### config.mk
export PLATFORM = sky130hd
export DESIGN_NAME = cnt_burst_arb_flat
export DESIGN_NICKNAME = d
export VERILOG_FILES = /design/src/rtl/cnt_burst_arb_if.sv /design/src/rtl/cnt_burst_arb.sv /design/src/flat_wrapper.sv
export SDC_FILE = /design/constraint.sdc
export NUM_CORES = 1
export LEC_CHECK = 0
export ABC_AREA = 1
export ABC_CLOCK_PERIOD_IN_PS = 2400
export CORE_ASPECT_RATIO = 1.4
export CORE_MARGIN = 2
export CORE_UTILIZATION = 35
export DETAILED_ROUTE_END_ITERATION = 8
export PLACE_DENSITY = 0.7
export SLEW_MARGIN = 30
export SYNTH_ARGS = -nofsm -noshare
export SYNTH_HDL_FRONTEND = slang
export SYNTH_SLANG_ARGS = --single-unit
### constraint.sdc
create_clock -name clk -period 2.4 [get_ports clk]
set_input_delay 0.48 -clock clk [delete_from_list [all_inputs] [get_ports clk]]
set_output_delay 0.48 -clock clk [all_outputs]
set_load 0.02 [all_outputs]
### src/rtl/cnt_burst_arb_if.sv
// Request/grant bundle between the requesting control blocks and the burst arbiter,
// plus the arbiter's controls towards the shared 2-bit counter.
interface cnt_burst_arb_if #(
    parameter int unsigned LENW = 4
);
    logic [3:0]        req;
    logic [4*LENW-1:0] len;
    logic [3:0]        gnt;
    logic [1:0]        gid;
    logic              busy;
    logic              cnt_clr;
    logic              cnt_en;
    logic [3:0]        done;

    modport master (
        output req, len,
        input  gnt, gid, busy, cnt_clr, cnt_en, done
    );

    modport slave (
        input  req, len,
        output gnt, gid, busy, cnt_clr, cnt_en, done
    );
endinterface

### src/rtl/cnt_burst_arb.sv
// Round-robin burst scheduler: grants one of four requesters, clears the shared counter,
// enables it for the latched burst length and pulses done for the winner.
module cnt_burst_arb #(
    parameter int unsigned LENW = 4
) (
    input logic             clk,
    input logic             res,
    cnt_burst_arb_if.slave  bus
);

    typedef enum logic [1:0] {StIdle, StClr, StRun, StDone} state_e;

    state_e            state_q;
    logic [1:0]        ptr_q;
    logic [LENW-1:0]   rem_q;
    logic [3:0]        gnt_q;
    logic [1:0]        gid_q;
    logic              busy_q;
    logic              clr_q;
    logic              en_q;
    logic [3:0]        done_q;

    logic              win_found;
    logic [1:0]        win_idx;
    logic [1:0]        cand;
    logic [LENW-1:0]   win_len;

    // Walk offsets high to low so the smallest offset from ptr_q is the one that sticks.
    always_comb begin
        win_found = 1'b0;
        win_idx   = ptr_q;
        cand      = '0;
        for (int k = 3; k >= 0; k--) begin
            cand = ptr_q + 2'(k);
            if (bus.req[cand]) begin
                win_found = 1'b1;
                win_idx   = cand;
            end
        end
        win_len = bus.len[win_idx*LENW +: LENW];
    end

    always_ff @(posedge clk) begin
        if (res) begin
            state_q <= StIdle;
            ptr_q   <= '0;
            rem_q   <= '0;
            gnt_q   <= '0;
            gid_q   <= '0;
            busy_q  <= 1'b0;
            clr_q   <= 1'b0;
            en_q    <= 1'b0;
            done_q  <= '0;
        end else begin
            clr_q  <= 1'b0;
            done_q <= '0;
            unique case (state_q)
                StIdle: begin
                    if (win_found) begin
                        state_q <= StClr;
                        gid_q   <= win_idx;
                        rem_q   <= win_len;
                        gnt_q   <= 4'b0001 << win_idx;
                        busy_q  <= 1'b1;
                        clr_q   <= 1'b1;
                    end
                end
                StClr, StRun: begin
                    if (!bus.req[gid_q]) begin
                        // Requester withdrew: release without done, but still move past it.
                        state_q <= StIdle;
                        ptr_q   <= gid_q + 2'd1;
                        gnt_q   <= '0;
                        gid_q   <= '0;
                        busy_q  <= 1'b0;
                        en_q    <= 1'b0;
                    end else if (state_q == StClr) begin
                        if (rem_q == '0) begin
                            state_q <= StDone;
                            done_q  <= 4'b0001 << gid_q;
                        end else begin
                            state_q <= StRun;
                            en_q    <= 1'b1;
                        end
                    end else begin
                        rem_q <= rem_q - 1'b1;
                        if (rem_q == LENW'(1)) begin
                            state_q <= StDone;
                            en_q    <= 1'b0;
                            done_q  <= 4'b0001 << gid_q;
                        end
                    end
                end
                StDone: begin
                    state_q <= StIdle;
                    ptr_q   <= gid_q + 2'd1;
                    gnt_q   <= '0;
                    gid_q   <= '0;
                    busy_q  <= 1'b0;
                end
                default: state_q <= StIdle;
            endcase
        end
    end

    assign bus.gnt     = gnt_q;
    assign bus.gid     = gid_q;
    assign bus.busy    = busy_q;
    assign bus.cnt_clr = clr_q;
    assign bus.cnt_en  = en_q;
    assign bus.done    = done_q;

endmodule
### src/flat_wrapper.sv
// flat-port wrapper written by rule: the top's interface ports become plain ports
module cnt_burst_arb_flat 
#(
    parameter int unsigned LENW = 4
)
  (clk, res, bus_req, bus_len, bus_gnt, bus_gid, bus_busy, bus_cnt_clr, bus_cnt_en, bus_done);
  cnt_burst_arb_if #(.LENW(LENW)) bus_i ();
  input logic clk;
  input logic res;
  input wire logic [$bits(bus_i.req)-1:0] bus_req;
  input wire logic [$bits(bus_i.len)-1:0] bus_len;
  output wire logic [$bits(bus_i.gnt)-1:0] bus_gnt;
  output wire logic [$bits(bus_i.gid)-1:0] bus_gid;
  output wire logic [$bits(bus_i.busy)-1:0] bus_busy;
  output wire logic [$bits(bus_i.cnt_clr)-1:0] bus_cnt_clr;
  output wire logic [$bits(bus_i.cnt_en)-1:0] bus_cnt_en;
  output wire logic [$bits(bus_i.done)-1:0] bus_done;
  assign bus_i.req = bus_req;
  assign bus_i.len = bus_len;
  assign bus_gnt = bus_i.gnt;
  assign bus_gid = bus_i.gid;
  assign bus_busy = bus_i.busy;
  assign bus_cnt_clr = bus_i.cnt_clr;
  assign bus_cnt_en = bus_i.cnt_en;
  assign bus_done = bus_i.done;
  cnt_burst_arb #(.LENW(LENW)) u_core (.clk(clk), .res(res), .bus(bus_i));
endmodule
==> key figures <==
Run status
  • Status: complete, but fails checks
  • Failing checks: DRC

Synthesis
  • Post-Synth Simple-Gate Area: 41.6%
  • Unique masters post-synth: 26
  • Mux contribution to synthesized area: 0%
  • Post-Synth XOR/XNOR Area: 0%
  • Post-Synthesis Cell Area: ~1500 um2
  • Main combinational cell family by area after synthesis: simple AND/OR/NAND/NOR gates
  • Compound-cell area share of the yosys netlist: 11.8%
  • Syn Nets: 248
  • Seq/Total Area, Yosys: 28.8%
  • Synthesized instance count: 215
  • #FFs+latches synth: 21
  • YS warnings: 0
  • Synth Area in Adders: about a tenth
  • Syn Area/Cell: ~7 um2

Critical path
  • Type of the worst setup path: input pin to flop
  • Cell mode on critical path: nand2_1
  • Data arrival, critical path: 2.25 ns
  • WP data required: 2.60 ns
  • Startpoint Class: input pin
  • Crit path max fanout: 9
  • Crit-path max cell delay: between 0.5 and 0.6 ns
  • Crit path cell chain: clkdlybuf4s50_1, inv_1, nand2_1, nand3_2, nand2_1, nand3_1, nand3_2, nand2_4, nand2_4, inv_4, nor2_4, nand2_1, a21oi_2
  • CP Capture Type: flop
  • Slowest-stage cell, CP: clkdlybuf4s50_1

Global route
  • Pin count of the biggest net entering global routing: 14
  • Initial antenna violation count: 0
  • Grt total ovfl: 0
  • First-pass GRT wire length: 5.89 mm
  • All-Layer GR Usage: 15.5%
  • Vias in the first global route: 1413

Clocking
  • Num CTS Buffers: 3
  • Hold buffer count at CTS: 0
  • Insertion delay to the later sink of the worst-skew pair: 0.26 ns
  • Clk pin slew, worst setup/hold paths: about 0.080 ns
  • CTS tree: done
  • Num Clock Sinks: 21
  • Setup repair bufs after CTS: 0
  • Root Buffer: clkbuf_8
  • Max clock buf depth: 2
  • CTS-repair resized insts: 0
  • H-tree depth: 1

Detailed routing
  • Drc violations: 1
  • DR WL met2: roughly 1.7 mm
  • Uppermost layer routed: met4
  • WL/cell: 11.5 um
  • Initial DRC Count: 60
  • Met3 wire length: ~110 um
  • TritonRoute pass-1 iters: 6
  • Vias/cell: 4.90
  • Total number of vias: around 1500
  • Met1 Wirelength: 1.56 mm
  • Remaining antenna violation count: 0
  • Routed WL: 3.42 mm

Floorplanning
  • Die Wd: 58.6 um
  • Core region area: around 4000 um2
  • IO Pins: 35
  • Die area: 4720 um2
  • Rows: 27
  • Die Y: between 80 and 90 um
  • Starting density of the core: roughly 37%

Run
  • Max Cap Violations: 0

Timing
  • Setup_tns: 0 ns
  • Fmax: 487 MHz
  • Minimum clock period: a little over 2 ns
  • Final Hold Fails: 0
  • Final slew viol count: 0
  • Max-slew headroom: 67.4%
  • Least-Margin Pin Slew: 0.488 ns
  • Final setup viols: 0
  • Clk_skew: 0.00125 ns
  • Final setup margin: between 0.3 and 0.4 ns
  • Tcrit/Tclk final: 85.5%
  • RSZ-0062 raised after global routing: false

Final layout
  • Synth-to-layout area growth: 31.3%
  • Share of layout cells above drive strength 1: 12.5%
  • # diodes: 0
  • Final nets: 289

Power and ir drop
  • Pwr per Cell Area: ~1400 nW/um2
  • Maximum vdd drop: 701 uV
  • Power Total: 2.78 mW
  • Pleak: 0.858 nW

Placed design
  • DP HPWL: 2.67 mm
  • IO Port Bufs: 34
  • Pre-CTS setup slack: 0.0923 ns
  • Gpl congestion: 0.882

Min path
  • Worst min path class: flop to flop
-- worst max-delay path: cells and delay by family --
kind / cells / cell delay, ns
buffers and inverters: 3 / 0.63
AO/OA/AOI/OAI: 1 / 0.11
AND/OR/NAND/NOR: 9 / 1.01
-- synthesized netlist by cell type, drive strengths merged --
cell     n  area share, %
clkbuf   1           0.26
a21oi   21            7.7
ha      11            9.4
nor2    14            4.1
o21ai    8            2.7
o22ai    2           0.86
nor3     4            1.7
nand3   31             12
a211oi   1           0.51
dfxtp   21             29
nand4    1            1.5
nand2   69             21
buf      1           0.77
nor3b    4            2.1
inv     25            7.1
clkinv   1           0.26
-- state kept, by name, summed over array words and instances (netlist names) --
name and count:
u_core.state_q 2, u_core.bus.busy 1, u_core.bus.cnt_en 1, u_core.rem_q 4, u_core.bus.gid 2, u_core.bus.done 4
u_core.ptr_q 2, u_core.bus.cnt_clr 1, u_core.bus.gnt 4
-- layer usage --
layer	vias to the layer above	GRT usage (%)
li1	780	-
met1	648	19.5
met2	29	26.7
met3	4	1.45
met4	0	5.91
met5	-	0
-- cell families (layout without fill, tap and decap cells) --
group                    after synthesis  in the layout
AND/OR/NAND/NOR                      123            123
flip-flops                            21             21
buffers and inverters                 28             68
adder cells (fa/ha/maj)               11             11
AO/OA/AOI/OAI                         32             32
-- area by class of cell --
class | count | area [um2]
Fill cell | 421 | 2070
Multi-Input combinational cell | 166 | 918
Tap cell | 43 | 53.8
Sequential cell | 21 | 420
Clock inverter | 1 | 7.51
Clock buffer | 3 | 41.3
Timing Repair Buffer | 38 | 370
Inverter | 26 | 108
-- power breakdown --
| part | internal [mW] | leakage, nW | switching, mW |
|---|---|---|---|
| logic | 0.726 | 0.664 | 1.24 |
| registers | 0.466 | 0.172 | 0.112 |
| clock network | 0.117 | 0.0217 | 0.123 |
| total | 1.31 | 0.858 | 1.47 |
-- cells in the final DEF, fill, tap and decap left out, types with 4 or more instances in the layout --
cell type        Yosys  final
nor3b_1              4      4
nand2_2              8      8
o21ai_0              7      7
nand2_1             58     58
a21oi_1             19     19
clkdlybuf4s50_1      0     34
dfxtp_1             21     21
nand3_1             28     28
ha_1                11     11
buf_4                0      4
inv_1               20     20
nor2_1              13     13
-- worst paths after layout --
kind                     start           endpoint  slack [ns]  cells past startpoint
max reg2reg    u_core.ptr_q[0]  u_core.bus.gnt[3]        0.41                     10
min reg2reg  u_core.bus.gnt[0]  u_core.bus.gnt[0]        0.47                      2
max                 bus_req[1]  u_core.bus.gnt[3]        0.35                     13
min          u_core.bus.gnt[0]  u_core.bus.gnt[0]        0.47                      2
-- through the flow --
step	utilization (%)	cell area, um2	hold WS [ns]	std cells
2_1_floorplan	-	1460	0.498	215
3_3_place_gp	46.9	1870	0.463	294
3_5_place_dp	46.9	1870	0.459	294
4_1_cts	48.1	1920	0.469	298
5_1_grt	48.1	1920	0.486	298
6_report	48.1	1920	0.471	298
Note: power is estimated with default switching activity, not from simulation.
==> variant 1, RTL diff (config.mk and constraints unchanged) <==
Re-encode `state_e` (4 states) as Gray code, 2 bits wide.
--- a/src/rtl/cnt_burst_arb.sv
+++ b/src/rtl/cnt_burst_arb.sv
@@ -9,5 +9,5 @@
 );
 
-    typedef enum logic [1:0] {StIdle, StClr, StRun, StDone} state_e;
+    typedef enum logic [1:0] {StIdle = 2'b00, StClr = 2'b01, StRun = 2'b11, StDone = 2'b10} state_e;
 
     state_e            state_q;
Formal check against the unedited RTL: same outputs for any inputs over 10 cycles, from zero or initial values; not proved beyond that.
==> variant 1 against the original RTL <==
Clock skew is 0.0028 ns higher; routed wire length decreased by 7.4%; total power is 6.6% lower; highest routed layer unchanged; area after synthesis shrank 4.5%; sequential cell count did not move; largest power group unchanged; cell area fell by 5.0%; setup slack worse by 0.043 ns.
==> variant 1: results (changes against the original RTL) <==
- The hold path endpoint was u_core.bus.busy (was u_core.bus.gnt[0]).
- The synthesized-area fraction occupied by ao, oa, aoi and oai cells is 0.150 (was 0.118).
- The first-pass GRT wire length is 5550 um (was 5890 um).
- The worst hold margin is 0.488 ns (was 0.471 ns).
- The pin slew with the least headroom to its limit is 0.507 ns (was 0.488 ns).
- The placer's final routability congestion estimate is 0.840 (was 0.882).
- The count of cell types in the netlist is 28 (was 26).
- The worst clock skew came to 0.00400 ns (was 0.00125 ns).
- The areal power density over the cells was 1420 nW/um^2 (was 1450 nW/um^2).
- Run status: finished, final reports clean (was complete, but fails checks).
- The layout cell share with drive strength beyond 1 is 0.117 (was 0.125).
- The minimum clock period after layout is 2.09 ns (was 2.05 ns).
- The post-synthesis share of cell area spent on full adders, half adders and majority gates is 0.0538 (was 0.0942).
- Synth cell count leaders: sky130_fd_sc_hd__nand2_1, sky130_fd_sc_hd__inv_1, sky130_fd_sc_hd__dfxtp_1 (was sky130_fd_sc_hd__nand2_1, sky130_fd_sc_hd__nand3_1, sky130_fd_sc_hd__dfxtp_1).
- The biggest fanout along the worst timing path was 17 (was 9).
- The cell area after placement came to 1780 sq um (was 1870 sq um).
- The number of cell instances on the worst register-to-register path is 13 (was 10).
- The total length of routed met3 wires came to 79 um (was 113 um).
- The xor and xnor fraction of the mapped netlist area is 0.0126 (was 0).
- The estimated wirelength of the detail-placed design is 2540 um (was 2670 um).
- The total nets after synthesis is 239 (was 248).
- The worst-case vdd ir drop is 0.721 mV (was 0.701 mV).
- The amount of wire on met2 after detailed routing is 1630 um (was 1700 um).
- The post-synthesis area per instance is 6.61 sq um (was 6.80 sq um).
- The number of non-filler instances in the completed layout is 291 (was 298).
- The worst-case register-to-register setup slack is 0.55 ns (was 0.41 ns).
- The arrival time reported for the critical path endpoint is 2.29 ns (was 2.25 ns).
- The leakage power of the design is 0.000830 uW (was 0.000858 uW).
- The met2 capacity usage during global routing is 0.261 (was 0.267).
- The layout filler cell count is 415 (was 421).
- Synth area leaders: sky130_fd_sc_hd__dfxtp_1, sky130_fd_sc_hd__nand2_1, sky130_fd_sc_hd__inv_1, sky130_fd_sc_hd__nand3_1, sky130_fd_sc_hd__ha_1 (was sky130_fd_sc_hd__dfxtp_1, sky130_fd_sc_hd__nand2_1, sky130_fd_sc_hd__nand3_1, sky130_fd_sc_hd__ha_1, sky130_fd_sc_hd__a21oi_1).
- The source of the worst hold timing path is u_core.bus.busy (was u_core.bus.gnt[0]).
- The routed metal-1 wirelength is 1400 um (was 1560 um).
- The first-pass detailed-route iteration total is 4 (was 6).
- The number of global-route vias before repair was 1330 (was 1413).
- The met3 usage in global routing is 0.0163 (was 0.0145).
==> variant 1: cell types whose count changed in the layout (fill, tap and decap cells not counted), moves of 3 or more <==
| cell | delta |
|---|---|
| sky130_fd_sc_hd__nand3_1 | -11 |
| sky130_fd_sc_hd__inv_1 | +7 |
| sky130_fd_sc_hd__a21oi_1 | -6 |
| sky130_fd_sc_hd__nand2_1 | +6 |
| sky130_fd_sc_hd__ha_1 | -5 |
| sky130_fd_sc_hd__a21oi_2 | +3 |
| sky130_fd_sc_hd__nand2_2 | -3 |
| sky130_fd_sc_hd__nor2_1 | -3 |
| sky130_fd_sc_hd__o21ai_0 | +3 |
==> variant 1: layout make-up <==
type	instances	share of cell area
inverter	32	0.0658
multi-input combinational	155	0.454
clock buffer	3	0.0226
sequential	21	0.230
timing repair buffer	36	0.195
tap	43	0.0295
clock inverter	1	0.00274
==> variant 1: power by group <==
part	switching [uW]	total [uW]	internal, uW	leakage [uW]
combinational	1120	1780	659	0.000632
clock	114	230	115	0.0000255
sequential	119	590	471	0.000172
==> variant 2, RTL diff (config.mk and constraints unchanged) <==
Made on the original files. `LENW` is set to 4 in 3 places; all go to 8.
--- a/src/rtl/cnt_burst_arb_if.sv
+++ b/src/rtl/cnt_burst_arb_if.sv
@@ -2,5 +2,5 @@
 // plus the arbiter's controls towards the shared 2-bit counter.
 interface cnt_burst_arb_if #(
-    parameter int unsigned LENW = 4
+    parameter int unsigned LENW = 8
 );
     logic [3:0]        req;
--- a/src/rtl/cnt_burst_arb.sv
+++ b/src/rtl/cnt_burst_arb.sv
@@ -2,5 +2,5 @@
 // enables it for the latched burst length and pulses done for the winner.
 module cnt_burst_arb #(
-    parameter int unsigned LENW = 4
+    parameter int unsigned LENW = 8
 ) (
     input logic             clk,
--- a/src/flat_wrapper.sv
+++ b/src/flat_wrapper.sv
@@ -2,5 +2,5 @@
 module cnt_burst_arb_flat 
 #(
-    parameter int unsigned LENW = 4
+    parameter int unsigned LENW = 8
 )
   (clk, res, bus_req, bus_len, bus_gnt, bus_gid, bus_busy, bus_cnt_clr, bus_cnt_en, bus_done);
Ports: changed (resized bus_len); port bits go from 35 to 51. No check against the original RTL was run, so the function may have changed too.
==> variant 2 against the original RTL <==
Critical endpoint is now u_core.rem_q[6]; count of clock-buffer cells in the layout stayed put; sequential share of layout area fell by 2.9 points; routed wire length increased by 47%; first-iteration DRC count up 8.3%; sequential cell count increased by 4; area after synthesis is 36% higher; clock power up 4%; cell area increased by 37%; core utilization fell by 0.25 points; die area is 34% higher; setup slack got worse by 0.10 ns; sequential power grew 19%; critical path type unchanged; total power rose by 57%.
==> variant 2: results (changes against the original RTL) <==
- Run status: finished, final reports clean (was complete, but fails checks).
- The worst-case vdd ir drop is 0.592 mV (was 0.701 mV).
- The number of buffers inserted by port buffering is 50 (was 34).
- The register area share after synthesis is 0.251 (was 0.288).
- The layout filler cell count came to 584 (was 421).
- The reg-to-reg endpoint is u_core.rem_q[6] (was u_core.bus.gnt[3]).
- The leakage power of the design is 0.00118 uW (was 0.000858 uW).
- The arrival time reported for the critical path endpoint is 2.37 ns (was 2.25 ns).
- The first-pass detailed-route iteration total came to 4 (was 6).
- The overall track demand over capacity in global routing came to 0.170 (was 0.155).
- The number of placed instances with taps included came to 417 (was 294).
- The total wire length after detailed routing is 5020 um (was 3420 um).
- The post-synthesis share of cell area spent on full adders, half adders and majority gates was 0.0629 (was 0.0942).
- The layout cell share with drive strength beyond 1 came to 0.170 (was 0.125).
- The biggest fanout along the worst timing path was 6 (was 9).
- The gate count after technology mapping is 298 (was 215).
- The number of global-route vias before repair is 1963 (was 1413).
- The count of cell types in the netlist is 32 (was 26).
- Synth area leaders: sky130_fd_sc_hd__dfxtp_1, sky130_fd_sc_hd__nand2_1, sky130_fd_sc_hd__nand2_2, sky130_fd_sc_hd__ha_1, sky130_fd_sc_hd__nand3_1 (was sky130_fd_sc_hd__dfxtp_1, sky130_fd_sc_hd__nand2_1, sky130_fd_sc_hd__nand3_1, sky130_fd_sc_hd__ha_1, sky130_fd_sc_hd__a21oi_1).
- The estimated wirelength of the detail-placed design is 4040 um (was 2670 um).
- The normalized max-slew margin is 0.779 (was 0.674).
- The initial antenna violation count is 0 (unchanged).
- The number of cell instances on the worst register-to-register path came to 14 (was 10).
- The met1 usage was 0.193 (was 0.195).
- The number of nets in the final layout is 402 (was 289).
- The startpoint of the lowest-slack register-to-register path is u_core.ptr_q[1] (was u_core.ptr_q[0]).
- The initial detailed-routing violation count is 65 (was 60).
- The met2 capacity usage during global routing was 0.322 (was 0.267).
- The worst clock skew is 0.00424 ns (was 0.00125 ns).
- The family of cells with the greatest summed delay on the critical path was buffers and inverters (was simple AND/OR/NAND/NOR gates).
- The xor and xnor fraction of the mapped netlist area was 0.0132 (was 0).
- The via total after detailed routing was 2060 (was 1461).
- The first-pass GRT wire length is 8450 um (was 5890 um).
- The maximum number of pins on one net before global-route repair is 15 (was 14).
- The stage delay of the slowest cell on the critical path was 0.49 ns (was 0.52 ns).
- The placer's final routability congestion estimate is 0.783 (was 0.882).
- The total nets after synthesis is 346 (was 248).
- The synthesized-area fraction occupied by ao, oa, aoi and oai cells came to 0.150 (was 0.118).
- The count of inserted antenna diode cells was 0 (unchanged).
- The worst-case register-to-register setup slack is 0.44 ns (was 0.41 ns).
variant 2: cell count changes after synthesis, moves of 4 or more:
cell and delta:
sky130_fd_sc_hd__nand2_1 +32, sky130_fd_sc_hd__nand2_2 +13, sky130_fd_sc_hd__nor2_1 +8, sky130_fd_sc_hd__o21ai_0 +7
sky130_fd_sc_hd__o21bai_1 +5, sky130_fd_sc_hd__a21oi_1 +4, sky130_fd_sc_hd__dfxtp_1 +4, sky130_fd_sc_hd__nand3_2 +4
sky130_fd_sc_hd__nor3b_1 -4
variant 2: cell type report:
cell class,instances,area share
timing repair buffer,60,0.229
clock buffer,3,0.0157
sequential,25,0.190
inverter,27,0.0395
clock inverter,1,0.00190
tap,68,0.0324
multi-input combinational,237,0.491
variant 2: cells by family after synthesis:
logic type / after synthesis
simple gates: 174
flops: 25
compound gates: 50
buf+inv: 36
xor+xnor: 3
fa+ha+maj: 10
variant 2: worst min-delay path by stage:
stage,startpoint,to,cells past startpoint,slack [ns]
6_report,u_core.rem_q[7],u_core.rem_q[7],2,0.47
5_1_grt,u_core.rem_q[7],u_core.rem_q[7],2,0.49
4_1_cts,u_core.rem_q[7],u_core.rem_q[7],2,0.47
3_5_place_dp,u_core.rem_q[7],u_core.rem_q[7],2,0.46
3_3_place_gp,u_core.rem_q[7],u_core.rem_q[7],2,0.45
2_1_floorplan,u_core.rem_q[7],u_core.rem_q[7],2,0.44
variant 2: per-layer routing:
metal,share of wire,vias to the layer above
met5,0,-
met4,0.013,0
met3,0.028,5
met2,0.54,39
met1,0.41,945
li1,-,1071
variant 2: stage by stage:
| step | util | setup slack, ns | cell area [sq um] |
|---|---|---|---|
| finish | 0.479 | 0.247 | 2630 |
| global route | 0.479 | 0.0479 | 2630 |
| CTS | 0.479 | 0.254 | 2630 |
| detailed placement | 0.471 | -0.0355 | 2580 |
| global placement | 0.471 | 0.0321 | 2580 |
| floorplan | - | 0.550 | 1990 |
variant 2: tightest hold or removal path: stages, from the launching register on:
cell	delay [ns]
sky130_fd_sc_hd__dfxtp_1	0.32
sky130_fd_sc_hd__nand2_1	0.06
sky130_fd_sc_hd__a21oi_1	0.05
variant 2: report_power, final:
group,leakage [uW],switching (uW),internal (uW)
combinational,0.000946,2110,1310
sequential,0.000205,128,561
clock,0.0000255,134,116
total,0.00118,2370,1980
